<file path="config.mk">
export PLATFORM = sky130hd
export DESIGN_NAME = bam_seq_mult
export DESIGN_NICKNAME = d
export VERILOG_FILES = /design/src/rtl/bam_seq_mult.sv
export SDC_FILE = /design/constraint.sdc
export NUM_CORES = 1
export LEC_CHECK = 0
export BUFFER_PORTS_ARGS = -buffer_cell sky130_fd_sc_hd__buf_2
export CORE_UTILIZATION = 62
export DETAILED_ROUTE_END_ITERATION = 16
export HOLD_SLACK_MARGIN = 0.08
export PLACE_DENSITY = 0.86
export RECOVER_POWER = 50
export SYNTH_ARGS = -nofsm -noshare
export SYNTH_HDL_FRONTEND = slang
export SYNTH_SLANG_ARGS = --single-unit
export TNS_END_PERCENT = 10
</file>
<file path="constraint.sdc">
create_clock -name clk -period 5.95 [get_ports clk]
set_input_delay 0.2975 -clock clk [delete_from_list [all_inputs] [get_ports clk]]
set_output_delay 0.2975 -clock clk [all_outputs]
set_load 0.01 [all_outputs]
</file>
<file path="src/rtl/bam_seq_mult.sv">
// ============================================================================
// Module   : bam_seq_mult
// Purpose  : Sequential broken-array multiplier, one partial-product row per
//            clock, runtime exact / approximate (H_CUT, V_CUT) selection.
// Revision : 1.0 - initial release
// ============================================================================
`default_nettype none

module bam_seq_mult #(
   parameter int N     = 8,
   parameter int H_CUT = 6,
   parameter int V_CUT = 8
) (
   input  logic           clk,
   input  logic           rst_n,
   input  logic           in_valid,
   output logic           in_ready,
   input  logic [N-1:0]   a,
   input  logic [N-1:0]   b,
   input  logic           approx,
   output logic           out_valid,
   input  logic           out_ready,
   output logic [2*N-1:0] prod
);

   localparam int c_IDX_W = (N > 2) ? $clog2(N) : 1;

   localparam logic [c_IDX_W-1:0] c_LAST_ROW  = c_IDX_W'(N - 1);
   localparam logic [c_IDX_W-1:0] c_FIRST_APX = c_IDX_W'(H_CUT);

   localparam logic [1:0] c_IDLE = 2'd0;
   localparam logic [1:0] c_ACC  = 2'd1;
   localparam logic [1:0] c_DONE = 2'd2;

   logic [1:0]         r_state;
   logic [1:0]         w_state_nxt;
   logic [N-1:0]       r_a;
   logic [N-1:0]       r_b;
   logic               r_approx;
   logic [c_IDX_W-1:0] r_row;
   logic [2*N-1:0]     r_acc;

   logic               w_accept;
   logic               w_last;
   logic [N-1:0]       w_colmask;
   logic [N-1:0]       w_row_bits;
   logic [2*N-1:0]     w_row_term;

   assign w_accept = (r_state == c_IDLE) && in_valid;
   assign w_last   = (r_row == c_LAST_ROW);

   // ------------------------------------------------------------------------
   // State register
   // ------------------------------------------------------------------------
   always_ff @(posedge clk or negedge rst_n) begin
      if (!rst_n) begin
         r_state <= c_IDLE;
      end else begin
         r_state <= w_state_nxt;
      end
   end

   // ------------------------------------------------------------------------
   // Next-state logic
   // ------------------------------------------------------------------------
   always_comb begin
      w_state_nxt = r_state;
      case (r_state)
         c_IDLE:  if (w_accept) w_state_nxt = c_ACC;
         c_ACC:   if (w_last) w_state_nxt = c_DONE;
         c_DONE:  if (out_ready) w_state_nxt = c_IDLE;
         default: w_state_nxt = c_IDLE;
      endcase
   end

   // ------------------------------------------------------------------------
   // Output decode
   // ------------------------------------------------------------------------
   always_comb begin
      in_ready  = 1'b0;
      out_valid = 1'b0;
      case (r_state)
         c_IDLE:  in_ready  = 1'b1;
         c_DONE:  out_valid = 1'b1;
         default: ;
      endcase
   end

   // Columns below V_CUT are dropped only in approximate mode.
   always_comb begin
      w_colmask = '0;
      for (int i = 0; i < N; i++) begin
         w_colmask[i] = !r_approx || ((i + int'(r_row)) >= V_CUT);
      end
   end

   assign w_row_bits = r_a & w_colmask & {N{r_b[r_row]}};
   assign w_row_term = {{N{1'b0}}, w_row_bits} << r_row;

   // ------------------------------------------------------------------------
   // Operand latches, row index and accumulator
   // ------------------------------------------------------------------------
   always_ff @(posedge clk or negedge rst_n) begin
      if (!rst_n) begin
         r_a      <= '0;
         r_b      <= '0;
         r_approx <= 1'b0;
         r_row    <= '0;
         r_acc    <= '0;
      end else if (w_accept) begin
         r_a      <= a;
         r_b      <= b;
         r_approx <= approx;
         r_row    <= approx ? c_FIRST_APX : '0;
         r_acc    <= '0;
      end else if (r_state == c_ACC) begin
         r_acc <= r_acc + w_row_term;
         if (!w_last) begin
            r_row <= r_row + 1'b1;
         end
      end
   end

   assign prod = r_acc;

endmodule

`default_nettype wire

</file>
**Word-level counts from Yosys, hierarchy flattened**

Index checks and enable logic that the tools add are counted.

- Reductions and logical operators: 14
- Order comparisons: 9
- Bitwise logic cells: 2
- Mux-type cells: 14
- Add/sub/neg operators: 9
- Shift-type cells: 1
- Eq/ne operators: 7

Operator list:

| operator | number |
|---|---|
| 16-bit two-way mux | 2 |
| 4-bit greater-or-equal comparator (second input constant) | 7 |
| 16-bit adder | 1 |
| 3-bit by 3-bit adder with 4-bit output (first input constant) | 4 |
| 8-bit AND | 2 |
| 8-bit by 3-bit << shifter with 16-bit output | 1 |
| 3-bit two-way mux | 4 |
| 2-bit by 3-bit adder with 4-bit output (first input constant) | 2 |
| 1-bit logical OR | 8 |
| 2-bit != test (second input constant) | 4 |
| 2-bit two-way mux | 3 |
| 2-bit case mux with 3 select lines | 1 |
| 1-bit by 3-bit adder with 4-bit output (first input constant) | 1 |
| 3-bit by 4-bit greater-or-equal comparator with 1-bit output (second input constant) | 1 |
| 3-bit by 4-bit < comparator with 1-bit output (second input constant) | 1 |
| 3-bit by 1-bit adder with 3-bit output (second input constant) | 1 |
| 1-bit binary-select mux with 3-bit select | 1 |
| 3-bit equality test (second input constant) | 1 |
| 1-bit two-way mux | 3 |
| 3-bit AND reduction | 1 |
| 2-bit by 1-bit equality test with 1-bit output (second input constant) | 1 |
| 2-bit equality test (second input constant) | 1 |
| 2-bit zero test | 1 |
| 2-bit AND reduction | 1 |
| other kinds (3) | 3 |

- Input port bits: 21
- Bits in registers: 38
- Output and inout bits: 18
- Logic and storage cells: 62

**Logic depth before layout (Yosys ltp)**

Gate-level depths: netlist of run 1.

- Word-level depth: 9
- Gate-level depth with buffers: 15
- Gate-level depth less buffers: 13

**Least setup slack after synthesis of run 1**

Ideal clock, no wire load.

- Kind: reg2reg
- Start point: register r_row[0]
- End point: register r_acc[7], in the netlist prod[7]
- Arrival time: 2.636 ns
- Stages on the path, launching flop included: 13
- Clock period less this slack: 2.783 ns
- Buffers on the path: 2
- Setup slack: 3.167 ns
- Library setup time: 0.147 ns
- Required time: 5.803 ns
- Cells stage by stage: dfrtp_1 > buf_6 > mux2i_1 > mux4_2 > buf_6 > nor3_1 > ha_1 > a21o_1 > a21oi_2 > a21boi_0 > o21ai_0 > mux2i_1 > o311ai_0

- Longest elaborated chain between the ends: 9

Ends and longest elaborated chain:

| item | RTL line | source |
|---|---|---|
| start: declaration | 40 | `logic [c_IDX_W-1:0] r_row;` |
| start signal: assignment | 114 | `r_row <= approx ? c_FIRST_APX : '0;` |
| start signal: assignment | 119 | `r_row <= r_row + 1'b1;` |
| 1-bit by 3-bit adder with 4-bit output (tied with other cells) | 93 | `w_colmask[i] = !r_approx \|\| ((i + int'(r_row)) >= V_CUT);` |
| 4-bit greater-or-equal comparator | 93 |  |
| 1-bit logical OR | 93 |  |
| 8-bit AND (2 in a row) | 97 | `assign w_row_bits = r_a & w_colmask & {N{r_b[r_row]}};` |
| 8-bit by 3-bit << shifter with 16-bit output * | 98 | `assign w_row_term = {{N{1'b0}}, w_row_bits} << r_row;` |
| 16-bit adder * | 117 | `r_acc <= r_acc + w_row_term;` |
| 16-bit two-way mux * | 116 | `end else if (r_state == c_ACC) begin` |
| 16-bit two-way mux * | 110 | `end else if (w_accept) begin` |
| end signal: assignment | 117 |  |
| end: declaration | 41 | `logic [2*N-1:0] r_acc;` |

Mark *: on every way between the ends. The rest lies on a longest branch, timed or not. The select of a mux whose other input is x is not followed.
A chain may end at the register's enable or synchronous reset.

**Worst setup path in the final report of run 1**

Ends and elaborated chain as after synthesis.

==> results of run 1 <==
cells in the mapped netlist, drive strengths merged (2+ instances only):
library cell	instances
a211oi	11
xnor2	7
ha	19
dfrtp	38
a21oi	30
nand2	70
nand3	9
mux2i	14
nor2b	3
a21o	5
o21ai	20
buf	7
a21boi	3
nand2b	4
nor3	11
clkbuf	9
inv	7
nor2	25
xor2	4
and2	2
and3	3
o311ai	2
a31oi	4
layout by cell type, fill, tap and decap left out, types with 10 or more instances in the layout:
cell	n
o21ai_0	17
ha_1	19
mux2i_1	14
nor3_1	11
nand2_1	70
nor2_1	24
a211oi_1	11
a21oi_1	28
buf_2	28
dfrtp_1	38
clkbuf_1	10
layer usage:
metal	wire [µm]	track usage (%)
met2	2950	48.1
met4	131	13.5
met1	2740	35.6
met3	349	6.83
met5	0	0
state kept, by name (all words and copies together), names as in the netlist:
| register | flops |
|---|---|
| r_a | 8 |
| r_row | 3 |
| r_approx | 1 |
| r_state | 2 |
| r_b | 8 |
| prod | 16 |
per-stage QoR:
stage	util [%]	cells	worst slack (ns)	cell area [µm²]
finish	73.1	404	2.49	2990
global route	73.1	404	2.27	2990
CTS	73.4	404	2.49	3000
detailed placement	69.9	396	2.54	2860
global placement	69.9	396	2.71	2860
floorplan	-	324	3.17	2690
kinds of logic (layout without fill, tap and decap cells):
kind of cell / after synthesis / count (layout) / share of synthesized area [%]
compound gates: 83 / 83 / 19.2
xor+xnor: 11 / 11 / 3.58
fa+ha+maj: 20 / 20 / 9.59
buf+inv: 24 / 54 / 4.24
flops: 38 / 38 / 35.4
mux: 16 / 16 / 6.47
simple gates: 132 / 132 / 21.6
tightest hold or removal path, delay by kind of cell:
family / cells / cell delay, ns
buffers and inverters: 1 / 0.08
AND/OR/NAND/NOR: 2 / 0.08
where the power goes:
part	internal [µW]	leakage [µW]	switching, µW
combinational	372	0.000927	567
clock	179	0.0000714	97.9
sequential	373	0.000484	158
cell type report:
type                       instances  area, µm²
tap                               50       62.6
sequential                        38        951
multi-input combinational        262       1620
inverter                           8       30.0
clock buffer                       6       82.6
clock inverter                     2       60.1
timing repair buffer              38        178
fill                             317       1100
how the worst min path moves through the flow:
stage / startpoint / end / slack (ns) / cells after the start
CTS: rst_n / prod[11]$_DFFE_PN0P_ / 0.14 / 1
floorplan: rst_n / prod[0]$_DFFE_PN0P_ / 0.002 / 0
detailed placement: rst_n / prod[11]$_DFFE_PN0P_ / 0.45 / 1
finish: a[5] / r_a[5]$_DFFE_PN0P_ / 0.19 / 3
global route: a[5] / r_a[5]$_DFFE_PN0P_ / 0.20 / 3
global placement: rst_n / prod[11]$_DFFE_PN0P_ / 0.44 / 1
==> flow_summary.json, run 1 <==
{
  "synth_top_cell_area_share_pct": 35.4,
  "numClockSinks": 38,
  "clkTransAtPathRegs_ns": 0.08,
  "synthFlopType": "dfrtp_1",
  "critical_path.top_delay_family": "multiplexers",
  "p_leak_uw": 0.00148,
  "worstPathArrival_ns": 3.60,
  "path_cells": "mux2i_1 > mux4_2 > nor3_1 > ha_1 > a21o_1 > a21oi_2 > a21boi_0 > o21ai_0 > mux2i_1 > o311ai_0",
  "core_um2": 4090,
  "cap_violations": 1,
  "antenna_left": 0,
  "yosys_warnings": 0,
  "finalSetupViolations": 0,
  "violations": "capacitance limit, slew limit",
  "wl_per_cell_um": 15.3,
  "cts_resized": 0,
  "critPathLaunch": "r_row[0]$_DFFE_PN0P_",
  "peakVddDrop_mv": 0.247,
  "crit_path_frequent_cell": "mux2i_1",
  "clk_latency_ns": 0.30,
  "yosys.area.top_type": "dfrtp_1",
  "max_slew_margin_pct": -36.0,
  "drive_gt1_share_pct": 12.7,
  "area_growth_pct": 11.1,
  "antenna_cells": 0,
  "drt-pass1-iter-count": 4,
  "hold_violations": 0,
  "grt_use_total_pct": 29.0,
  "grt_pass1_wl_um": 9860,
  "final_nets": 394,
  "gr-total-overflow": 0,
  "antenna_found_initial": 0,
  "hold_class": "primary input to flop",
  "critical_path_class": "flop to flop",
  "synth_nets": 365,
  "dieWidth_um": 67.8,
  "synth-edff-count": 0,
  "min_period_ns": 3.46,
  "initial_core_util_pct": 65.8,
  "crit_path_end": "prod[7]$_DFFE_PN0P_",
  "timing.hold.ws_ns": 0.186,
  "path_depth": 10,
  "async_flop_share_pct": 100,
  "cts_tree": "yes",
  "tightestPinTransition_ns": 2.04,
  "power_uw": 1750,
  "cp-start-kind": "flop",
  "cts_max_path_buffers": 2,
  "ys_top_cells_by_area": "dfrtp_1 (35%), nand2_1 (9.8%), ha_1 (8.8%)",
  "htree_levels": 2,
  "synthDistinctLibCells": 48,
  "rrSetupSlack_ns": 2.49,
  "wirelength_um": 6170,
  "num_vias": 2395,
  "fin_setup_tns_ns": 0,
  "clock_skew_ns": 0.00595,
  "viasPerCell": 5.93,
  "fmax_mhz": 289,
  "hold_buffers": 0,
  "slew_violations": 39,
  "period_share_pct": 58.2,
  "ys_seq_elements": 38,
  "netlist_area_um2": 2690,
  "crit_path_max_fanout": 16,
  "io_buffers": 38,
  "place_congestion": 0.953,
  "cts_made_buffers": 5,
  "drt_iter0_drc": 161,
  "cts_root_buffer": "clkbuf_8",
  "power.density_nw_per_um2": 585,
  "dieArea_um2": 4600,
  "grt_max_degree": 39,
  "hpwlAfterDp_um": 4360,
  "drc": 0,
  "end_kind": "flop",
  "rows": 23,
  "post_cts_buffers": 0,
  "crit_buf_inv": 0,
  "syn_inst": 324,
  "avgSynthCellArea_um2": 8.29,
  "slowest_delay_ns": 0.80,
  "required_ns": 6.09,
  "reg2reg_from": "r_row[0]$_DFFE_PN0P_",
  "outcome": "complete, but fails checks",
  "rr_worst_depth": 10,
  "ys_seq_area_share_pct": 35.4,
  "io_pins": 39,
  "cp_slowest_cell": "dfrtp_1",
  "grt_setup_unrepaired": "false",
  "r2r-end": "prod[7]$_DFFE_PN0P_",
  "grt_pass1_vias": 2245,
  "dieHeight_um": 67.8
}
Power figures use the tool's default switching activity.
==> run 2, diff against run 1 <==
--- a/config.mk
+++ b/config.mk
@@ -5,11 +5,12 @@
 export SDC_FILE = /design/constraint.sdc
 export NUM_CORES = 1
 export LEC_CHECK = 0
+export ABC_AREA = 1
 export BUFFER_PORTS_ARGS = -buffer_cell sky130_fd_sc_hd__buf_2
-export CORE_UTILIZATION = 62
+export CORE_UTILIZATION = 52
 export DETAILED_ROUTE_END_ITERATION = 16
 export HOLD_SLACK_MARGIN = 0.08
-export PLACE_DENSITY = 0.86
+export PLACE_DENSITY = 0.76
 export RECOVER_POWER = 50
 export SYNTH_ARGS = -nofsm -noshare
 export SYNTH_HDL_FRONTEND = slang
==> constraint.sdc (replaced) <==
create_clock -name clk -period 3 [get_ports clk]
set_input_delay 0.15 -clock clk [delete_from_list [all_inputs] [get_ports clk]]
set_output_delay 0.15 -clock clk [all_outputs]
set_load 0.01 [all_outputs]
==> run 2 against run 1 <==
Net effect: the run still ends with capacitance limit, slew limit left; critical path depth up 10; sequential power up 82%; combinational power rose to 2.7 times the previous value; area after synthesis up 1.1%; via count up 16%; wire length up 13%; total power up 130%; die area up 20%; first-iteration DRC count up 68%; worst hold slack worse by 0.099 ns; largest power group unchanged.
==> flow_summary.json, run 2 <==
{
  "outcome": "complete, but fails checks",
  "violations": "capacitance limit, slew limit",
  "gr-total-overflow": 0,
  "reg2reg_from": "r_row[2]$_DFFE_PN0P_",
  "yosys.area_share.simple_pct": 38.2,
  "period_share_pct": 93.1,
  "syn_inst": 400,
  "final_nets": 500,
  "end_kind": "flop",
  "dieHeight_um": 74.3,
  "critical_path_class": "flop to flop",
  "synth_top_cell_area_share_pct": 35.0,
  "crit_path_frequent_cell": "nand2_1",
  "antenna_found_initial": 0,
  "ys_seq_elements": 38,
  "io_buffers": 38,
  "grt_max_degree": 39,
  "power.density_nw_per_um2": 1210,
  "hold_violations": 0,
  "drt_iter0_drc": 270,
  "place_congestion": 0.981,
  "r2r-end": "prod[10]$_DFFE_PN0P_",
  "core_um2": 4880,
  "dieArea_um2": 5520,
  "numPlacedInstances": 501,
  "whs_endpoint": "r_b[5]$_DFFE_PN0P_",
  "ys_seq_area_share_pct": 35.0,
  "hpwlAfterDp_um": 4990,
  "ys_top_cells_by_area": "dfrtp_1 (35%), nand2_1 (20%), nand3_1 (10%)",
  "fin_setup_tns_ns": 0,
  "async_flop_share_pct": 100,
  "timing.hold.ws_ns": 0.0863,
  "io_pins": 39,
  "initial_core_util_pct": 55.7,
  "p_leak_uw": 0.00176,
  "cts_made_buffers": 5,
  "required_ns": 3.23,
  "cts_tree": "yes",
  "cts_root_buffer": "clkbuf_8",
  "num_vias": 2776,
  "synth_top_family_by_area": "simple AND/OR/NAND/NOR gates",
  "clkTransAtPathRegs_ns": 0.08,
  "yosys.area.top_type": "dfrtp_1",
  "grt_use_total_pct": 27.3,
  "cts_max_path_buffers": 2,
  "synth_nets": 441,
  "clock_skew_ns": 0.00886,
  "slew_violations": 39,
  "drive_gt1_share_pct": 11.8,
  "path_cells": "buf_6 > nor2_1 > nand3_1 > nand2_1 > inv_2 > nand2_8 > nand3_1 > nand3_1 > nand2_1 > nor2_1 > ha_1 > or2_2 > and2_4 > nand2_1 > nand2_2 > nand2_1 > nand2_1 > nand2_1 > nand2_1 > o21ai_1",
  "rrSetupSlack_ns": 0.21,
  "synthDistinctLibCells": 31,
  "rr_worst_depth": 20,
  "min_period_ns": 2.79,
  "netlist_area_um2": 2720,
  "synthFlopType": "dfrtp_1",
  "rows": 25,
  "fmax_mhz": 358,
  "synthTopCellsByCount": "nand2_1 (142), nand3_1 (57), dfrtp_1 (38), nor2_1 (37), inv_1 (24)",
  "fillCellCount": 462,
  "instances_no_fill": 526,
  "area_growth_pct": 21.7,
  "final_common_cell": "nand2_1",
  "clk_latency_ns": 0.29,
  "crit_buf_inv": 2,
  "final_cell_mix": "nand2_1 (140), nand3_1 (56), nor2_1 (37)",
  "min_from": "b[5]",
  "dieWidth_um": 74.3,
  "grt_pass1_vias": 2592,
  "tightestPinTransition_ns": 2.04,
  "cap_violations": 1,
  "crit_path_max_fanout": 18,
  "antenna_cells": 0,
  "critical_path.top_delay_family": "simple AND/OR/NAND/NOR gates",
  "viasPerCell": 5.28,
  "grt_pass1_wl_um": 11500,
  "drc": 0,
  "whs_path_depth": 3,
  "synth_compound_area_share_pct": 10.9,
  "synth-edff-count": 0,
  "finalSetupViolations": 0,
  "synth_most_common_cell": "nand2_1",
  "largest_reg_flops": 16,
  "slowest_delay_ns": 0.48,
  "synth_adder_area_share_pct": 9.48,
  "htree_levels": 2,
  "wirelength_um": 6960,
  "cp-start-kind": "flop",
  "hold_class": "primary input to flop",
  "worstPathArrival_ns": 3.02,
  "wl_per_cell_um": 13.2,
  "fin_util_pct": 67.8,
  "peakVddDrop_mv": 0.511,
  "synth_xor_area_share_pct": 0.322,
  "yosys_warnings": 0,
  "numClockSinks": 38,
  "max_slew_margin_pct": -35.8,
  "synth.area.mux_share_pct": 0,
  "avgSynthCellArea_um2": 6.79,
  "drt-pass1-iter-count": 4,
  "cp_slowest_cell": "dfrtp_2",
  "antenna_left": 0
}
==> run 2: changes by cell type in the layout (fill, tap and decap cells not counted), sizes merged, moves of 10 or more <==
cell,change
a21oi,-15
mux2i,-14
nand3,+48
inv,+22
dlygate4sd3,+17
a211oi,-11
nor3,-10
nand2,+73
nor2,+15
==> run 2: routing by layer <==
| metal | global-route usage [%] | vias up | part of all wire [%] |
|---|---|---|---|
| li1 | - | 1434 | - |
| met1 | 36.8 | 1257 | 48 |
| met2 | 44.7 | 72 | 46 |
| met3 | 3.79 | 13 | 4.1 |
| met4 | 10.3 | 0 | 1.8 |
| met5 | 0 | - | 0 |
==> run 2: power breakdown <==
group          total (µW)  internal (µW)  switching, µW
clock network         450            266            184
registers             967            758            209
logic                2570            917           1660
total                3990           1940           2050
==> run 2: cell type report <==
type	count	area (µm²)	share of cell area [%]
clock buffers	6	82.6	2.50
clock inverters	1	30.0	0.908
inverters	30	118	3.56
multi-input cells	321	1640	49.5
flip-flops and latches	38	955	28.9
well taps	67	83.8	2.53
repair buffers	63	400	12.1
==> run 2: tightest hold or removal path, cell delays in order <==
cell,delay [ns]
buf_2,0.07
nand2_1,0.04
o21ai_0,0.07
==> run 2: kinds of logic (layout without fill, tap and decap cells) <==
kind of cell | count (synthesis) | count (layout)
and+or+nand+nor | 248 | 248
AOI/OAI and AO/OA | 52 | 52
buffers and inverters | 41 | 100
DFF | 38 | 38
adders and majority gates | 20 | 20
xor gates and xnor gates | 1 | 1
==> run 2: through the flow <==
| step | setup WS [ns] | power, µW | cell area [µm²] |
|---|---|---|---|
| floorplan | 0.375 | 2790 | 2720 |
| global placement | 0.173 | 3360 | 2990 |
| detailed placement | 0.0724 | 3400 | 2990 |
| CTS | 0.0724 | 3880 | 3270 |
| global route | -0.0214 | 4410 | 3310 |
| finish | 0.206 | 3990 | 3310 |
==> run 2: worst max path at each step <==
stage	slack, ns	cells after the start	from	end
final	0.21	20	r_row[2]$_DFFE_PN0P_	prod[10]$_DFFE_PN0P_
after CTS	0.07	19	r_row[1]$_DFFE_PN0P_	prod[14]$_DFFE_PN0P_
after floorplan	0.37	22	r_row[0]$_DFFE_PN0P_	prod[10]$_DFFE_PN0P_
after global placement	0.17	19	r_row[1]$_DFFE_PN0P_	prod[14]$_DFFE_PN0P_
after detailed placement	0.07	20	r_row[1]$_DFFE_PN0P_	prod[10]$_DFFE_PN0P_
after global routing	-0.02	20	r_row[2]$_DFFE_PN0P_	prod[10]$_DFFE_PN0P_
==> run 2: what timing repair did <==
item	in CTS	in global routing
hold buffers	17	0
gates resized for setup	0	14
endpoints found under the setup margin	0	11
endpoints found under the hold margin	54	0
setup buffers	0	1
